## src/rtl/ct_f_spsram_ctrl.sv

```systemverilog
// ct_f_spsram_ctrl: requester-side controller for a single-port synchronous SRAM
// macro with active-low enables and a per-bit write mask.
// Requests arrive on a valid/ready port. Read data is captured one cycle after
// the access and returned through a small response FIFO. After reset the array
// can optionally be swept to INIT_VALUE before any traffic is accepted.
//
// Handshakes: a transfer happens on a cycle where valid && ready are both high
// at the rising clock edge. Valid must not depend on ready. req_rdy depends only
// on registered state. rsp_rdata holds steady while rsp_vld is high and
// rsp_rdy is low.
module ct_f_spsram_ctrl #(
  parameter int                    ADDR_WIDTH = 10,
  parameter int                    DATA_WIDTH = 32,
  parameter int                    RSP_DEPTH  = 4,
  parameter int                    INIT_EN    = 1,
  parameter logic [DATA_WIDTH-1:0] INIT_VALUE = '0
) (
  input  logic                    CLK,
  input  logic                    RST_B,
  input  logic                    req_vld,
  output logic                    req_rdy,
  input  logic                    req_wr,
  input  logic [ADDR_WIDTH-1:0]   req_addr,
  input  logic [DATA_WIDTH-1:0]   req_wdata,
  input  logic [DATA_WIDTH/8-1:0] req_bmask,
  output logic                    rsp_vld,
  input  logic                    rsp_rdy,
  output logic [DATA_WIDTH-1:0]   rsp_rdata,
  output logic                    init_done,
  output logic [ADDR_WIDTH-1:0]   sram_A,
  output logic                    sram_CEN,
  output logic                    sram_GWEN,
  output logic [DATA_WIDTH-1:0]   sram_WEN,
  output logic [DATA_WIDTH-1:0]   sram_D,
  input  logic [DATA_WIDTH-1:0]   sram_Q
);

  localparam int BW = DATA_WIDTH / 8;
  localparam int PW = $clog2(RSP_DEPTH);
  localparam int CW = PW + 1;

  typedef enum logic {
    ST_INIT = 1'b0,
    ST_RUN  = 1'b1
  } state_e;

  state_e                  state_q;
  logic [ADDR_WIDTH-1:0]   init_cnt_q;
  // Low for the first cycle after reset so that no SRAM access happens while
  // RST_B is still held low.
  logic                    active_q;
  logic                    init_done_q;
  logic                    rd_pend_q;

  logic [DATA_WIDTH-1:0]   fifo_mem_q [RSP_DEPTH];
  logic [PW-1:0]           wr_ptr_q;
  logic [PW-1:0]           rd_ptr_q;
  logic [CW-1:0]           fifo_cnt_q;

  logic                    init_wr;
  logic                    accept;
  logic                    rd_acc;
  logic                    wr_acc;
  logic                    push;
  logic                    pop;
  logic [CW-1:0]           occupancy;

  // Reserve one FIFO slot for every read still in the SRAM pipeline, so a
  // capture never finds the FIFO full.
  assign occupancy = fifo_cnt_q + CW'(rd_pend_q);
  // init_done_q is only ever set together with (or after) entering ST_RUN.
  assign req_rdy   = init_done_q && (occupancy < CW'(RSP_DEPTH));
  assign accept    = req_vld && req_rdy;
  assign rd_acc    = accept && !req_wr;
  assign wr_acc    = accept && req_wr;
  assign init_wr   = (state_q == ST_INIT) && active_q;
  assign push      = rd_pend_q;
  assign pop       = rsp_vld && rsp_rdy;

  assign init_done = init_done_q;
  assign rsp_vld   = (fifo_cnt_q != '0);
  assign rsp_rdata = rsp_vld ? fifo_mem_q[rd_ptr_q] : '0;

  // SRAM pin drive: init sweep, accepted write, accepted read, else idle.
  always_comb begin
    sram_CEN  = 1'b1;
    sram_GWEN = 1'b1;
    sram_WEN  = '1;
    sram_A    = '0;
    sram_D    = '0;
    if (init_wr) begin
      sram_CEN  = 1'b0;
      sram_GWEN = 1'b0;
      sram_WEN  = '0;
      sram_A    = init_cnt_q;
      sram_D    = INIT_VALUE;
    end else if (wr_acc) begin
      sram_CEN  = 1'b0;
      sram_GWEN = 1'b0;
      sram_A    = req_addr;
      sram_D    = req_wdata;
      for (int i = 0; i < BW; i++) begin
        sram_WEN[8*i +: 8] = {8{~req_bmask[i]}};
      end
    end else if (rd_acc) begin
      sram_CEN = 1'b0;
      sram_A   = req_addr;
    end
  end

  // Control FSM: init sweep counter, init_done flag and INIT -> RUN transition.
  always_ff @(posedge CLK) begin
    if (!RST_B) begin
      state_q     <= (INIT_EN != 0) ? ST_INIT : ST_RUN;
      init_cnt_q  <= '0;
      active_q    <= 1'b0;
      init_done_q <= 1'b0;
    end else begin
      active_q <= 1'b1;
      case (state_q)
        ST_INIT: begin
          if (active_q) begin
            init_cnt_q <= init_cnt_q + ADDR_WIDTH'(1);
            if (init_cnt_q == '1) begin
              state_q     <= ST_RUN;
              init_done_q <= 1'b1;
            end
          end
        end
        ST_RUN: begin
          init_done_q <= 1'b1;
        end
        default: begin
          state_q <= ST_RUN;
        end
      endcase
    end
  end

  // Read-pending flag: SRAM Q is valid the cycle after an accepted read.
  always_ff @(posedge CLK) begin
    if (!RST_B) begin
      rd_pend_q <= 1'b0;
    end else begin
      rd_pend_q <= rd_acc;
    end
  end

  // Response FIFO pointers and occupancy count.
  always_ff @(posedge CLK) begin
    if (!RST_B) begin
      wr_ptr_q   <= '0;
      rd_ptr_q   <= '0;
      fifo_cnt_q <= '0;
    end else begin
      if (push) begin
        wr_ptr_q <= wr_ptr_q + PW'(1);
      end
      if (pop) begin
        rd_ptr_q <= rd_ptr_q + PW'(1);
      end
      case ({push, pop})
        2'b10:   fifo_cnt_q <= fifo_cnt_q + CW'(1);
        2'b01:   fifo_cnt_q <= fifo_cnt_q - CW'(1);
        default: fifo_cnt_q <= fifo_cnt_q;
      endcase
    end
  end

  // Response FIFO storage: captured SRAM read data. Contents are masked by the
  // count, so the array needs no reset.
  always_ff @(posedge CLK) begin
    if (push) begin
      fifo_mem_q[wr_ptr_q] <= sram_Q;
    end
  end

endmodule

```

## config.mk

```make
export PLATFORM = sky130hd
export DESIGN_NAME = ct_f_spsram_ctrl
export DESIGN_NICKNAME = d
export VERILOG_FILES = /design/src/rtl/ct_f_spsram_ctrl.sv
export SDC_FILE = /design/constraint.sdc
export NUM_CORES = 1
export LEC_CHECK = 0
export BUFFER_PORTS_ARGS = -buffer_cell sky130_fd_sc_hd__buf_2
export CAP_MARGIN = 30
export CORE_MARGIN = 3
export CORE_UTILIZATION = 45
export CTS_BUF_LIST = sky130_fd_sc_hd__clkbuf_4 sky130_fd_sc_hd__clkbuf_8
export DETAILED_ROUTE_END_ITERATION = 8
export GPL_TIMING_DRIVEN = 0
export PLACE_DENSITY = 0.69
export SYNTH_ARGS = -nofsm -noshare
export SYNTH_HDL_FRONTEND = slang
export SYNTH_SLANG_ARGS = --single-unit
```

## constraint.sdc

```tcl
create_clock -name CLK -period 3.86 [get_ports CLK]
set_input_delay 0.772 -clock CLK [delete_from_list [all_inputs] [get_ports CLK]]
set_output_delay 0.772 -clock CLK [all_outputs]
set_load 0.02 [all_outputs]
```

==> flow_summary_export.csv <==
group,metric,value,unit
clocking,cts.sinks,151,
pwr,netSwitchingFraction,20.9,%
grt,antenna_found_initial,1,
routing,routedWlPerCell,17.6,um
grt,first_global_vias,4327,
grt,grt_pass1_wl,22700,um
sta,fin_skew,0.00831,ns
final_layout,final_common_cell,"buf_2",
sta,post-route-period-util,86.3,%
final_layout,layout.cells.non_filler,828,
sta,relSlewSlack,40.6,%
sta,setup_viol,0,
clocking,htree_num_levels,4,
run_status,outcome,"finished, final reports clean",
synth,synth-simple-area-share,11.6,%
floorplanning,die_h,126,um
synth,yosysWarnings,0,
final_layout,layout.cells.most_common_list,"198 x buf_2, 128 x edfxtp_1, 44 x and2_1, 33 x and3_1, 32 x mux4_2",
final_layout,drive_above_1_share,46.3,%
synth,synth_nets,513,
routing,ant_nets,0,
synth,ys_seq_elements,151,
clocking,post_cts.repair.setup_buffers,0,
critical_path,worst_path_largest_cell_delay,0.56,ns
pwr,pwr-share-seq,58.2,%
pwr,leakage,3.32,nW
synth,synthMuxAreaShare,11.2,%
worst_hold_path,hold_path_depth,1,
synth,synth_cell_types,35,
floorplanning,num_io_pins,194,
critical_path,crit_path_end_kind,"primary output",
clocking,tritoncts,"built",
sta,layout_min_cycle_time,3.33,ns
routing,firstDrtPassIters,4,
place,placed_cells,796,
run,cap_viol_max_count,0,
synth,synth_xor_area_share,1.61,%
clocking,ctsHoldBuffers,0,
clocking,worstSkewPairLatency,0.42,ns
final_layout,finalNetCount,725,
sta,tightest_slew,0.891,ns
worst_hold_path,hp-class,"reg2reg",
synth,synth_adder_area_share,1.46,%
sta,setup-tns-final,0,ns
critical_path,cpMaxStageDelayCell,"a21oi_1",
synth,synth_top_area_share,58.9,%
clocking,cts_repair_resize_count,0,
routing,drc,0,
synth,synth_top_family_by_area,"simple AND/OR/NAND/NOR gates",
routing,finalWirelength,14500,um
pwr,p_per_area,375,nW/um^2
synth,netlist_instances,423,
final_layout,fin_util,57.8,%
place,gp_congestion,0.899,
critical_path,start_kind,"register",
critical_path,reg2reg_depth,9,
floorplanning,start_util,46.5,%
critical_path,critical_path_depth,9,
clocking,path_clk_slew,0.08,ns
final_layout,num_antenna_cells,0,
floorplanning,core,14000,sq um
pwr,pwr-share-clk,36.7,%
critical_path,path_delay_family,"compound AO/OA/AOI/OAI gates",
routing,viasPerCell,4.98,
synth,syn_area,6530,sq um
critical_path,arrival,2.56,ns
pwr,pwr-share-comb,5.0,%
floorplanning,rows,43,
routing,initialDrtViolationCount,278,
grt,grt_max_degree,33,
critical_path,setup.worst_path.class,"reg2out",
sta,fin_ws,0.528,ns
pwr,p_switching,636,uW
grt,grt.overflow.total,0,
synth,synth_area_per_cell,15.4,sq um
pwr,peakVddDrop,219,uV
clocking,cts.path.max_buffers,2,
final_layout,design_area,8110,sq um
place,io_buffer_count,193,
sta,max_clock_freq,300,MHz
sta,drv_slew,0,
grt,grt_use_total,18.4,%
pwr,p_int,2.40,mW
critical_path,cp.required,3.09,ns
final_layout,syn2layout_area_growth,24.2,%
place,place_area,7730,sq um
critical_path,critPathMaxFanout,10,
sta,timing.hold.ws,0.509,ns
floorplanning,die_x,126,um
routing,vias,4122,
synth,synth-compound-area-share,2.47,%
critical_path,cpMostUsedCell,"buf_6",
sta,rsz0062_at_grt,"false",
pwr,total_power,3.04,mW
clocking,root_buffer,"clkbuf_8",
synth,ys_seq_area_share,65.9,%
place,dp_slack,0.809,ns
synth,synth_area_leaders,"edfxtp_1 59%, mux4_2 11%, dfxtp_1 7.0%",
clocking,cts_made_buffers,17,
critical_path,crit_buf_inv,5,
floorplanning,dieArea,16000,sq um
synth,yosysTopAreaCell,"edfxtp_1",
critical_path,cp_cell_sequence,"buf_6, a31o_1, a21boi_2, and3_1, buf_6, buf_6, a21oi_1, buf_4, buf_2",
place,place_hpwl,10400,um
sta,finalHoldViolations,0,
[synthesized netlist by cell type]
cell type and count:
a21boi_0 4, nand4_1 4, and3_1 33, o31a_1 1
and2_1 48, nand3_1 4, dfxtp_1 23, nand2b_1 1
nor2_1 2, xnor2_1 9, xor2_1 3, or3_1 4
nand4b_1 1, clkbuf_1 14, fa_1 1, inv_1 6
and4b_1 1, buf_1 3, mux2i_1 1, nor2b_1 4
buf_2 5, nand2_1 27, nor3b_1 1, and4_1 1
nor3_1 1, o21ai_0 14, o21a_1 1, ha_1 6
a21boi_2 1, a21oi_1 5, a31o_1 1, edfxtp_1 128
mux4_2 32, buf_6 5, buf_4 28
[power groups by stage]
| stage | logic [mW] | clock network, mW | registers, mW |
|---|---|---|---|
| CTS | 0.155 | 1.15 | 1.77 |
| floorplan | 0.0709 | 0 | 1.81 |
| global route | 0.167 | 1.22 | 1.77 |
| detailed placement | 0.155 | 0 | 1.81 |
| global placement | 0.150 | 0 | 1.81 |
| finish | 0.153 | 1.12 | 1.77 |
[layout make-up]
class	count	area (sq um)
multi-input combinational	211	1850
clock buffer	22	284
tap	180	225
fill	1112	5930
buffer	55	355
timing repair buffer	193	966
inverter	6	22.5
clock inverter	10	98.8
sequential	151	4300
[metal layers]
metal  wire (um)  up-vias  track usage (%)
li1            -     1965                -
met4          68        2             4.35
met5           7        -                0
met2        8200      161             34.3
met3         851        8             5.01
met1        5400     1986             20.9
[final timing paths]
check / start / end / slack [ns]
max: push$_SDFF_PN0_ / sram_WEN[6] / 0.53
min: init_done$_SDFFE_PN0P_ / init_done$_SDFFE_PN0P_ / 0.51
max reg2reg: fifo_cnt_q[0]$_SDFFE_PN0P_ / fifo_cnt_q[2]$_SDFFE_PN0P_ / 1.51
min reg2reg: init_done$_SDFFE_PN0P_ / init_done$_SDFFE_PN0P_ / 0.51
[state kept, by name, summed over array words and instances, names as in the netlist, named ones only]
signal / cells
state_q: 1
fifo_mem_q: 128
init_cnt_q: 10
fifo_cnt_q: 3
wr_ptr_q: 2
rd_ptr_q: 2
init_done: 1
push: 1
active_q: 1
[cells by family (layout without fill, tap and decap cells)]
kind of cell,Yosys count,after routing
and+or+nand+nor,132,132
adders and majority gates,7,7
buffers and inverters,61,286
xor gates and xnor gates,12,12
DFF,151,151
AOI/OAI and AO/OA,27,27
muxes,33,33
Note: power is estimated with default switching activity, not from simulation.
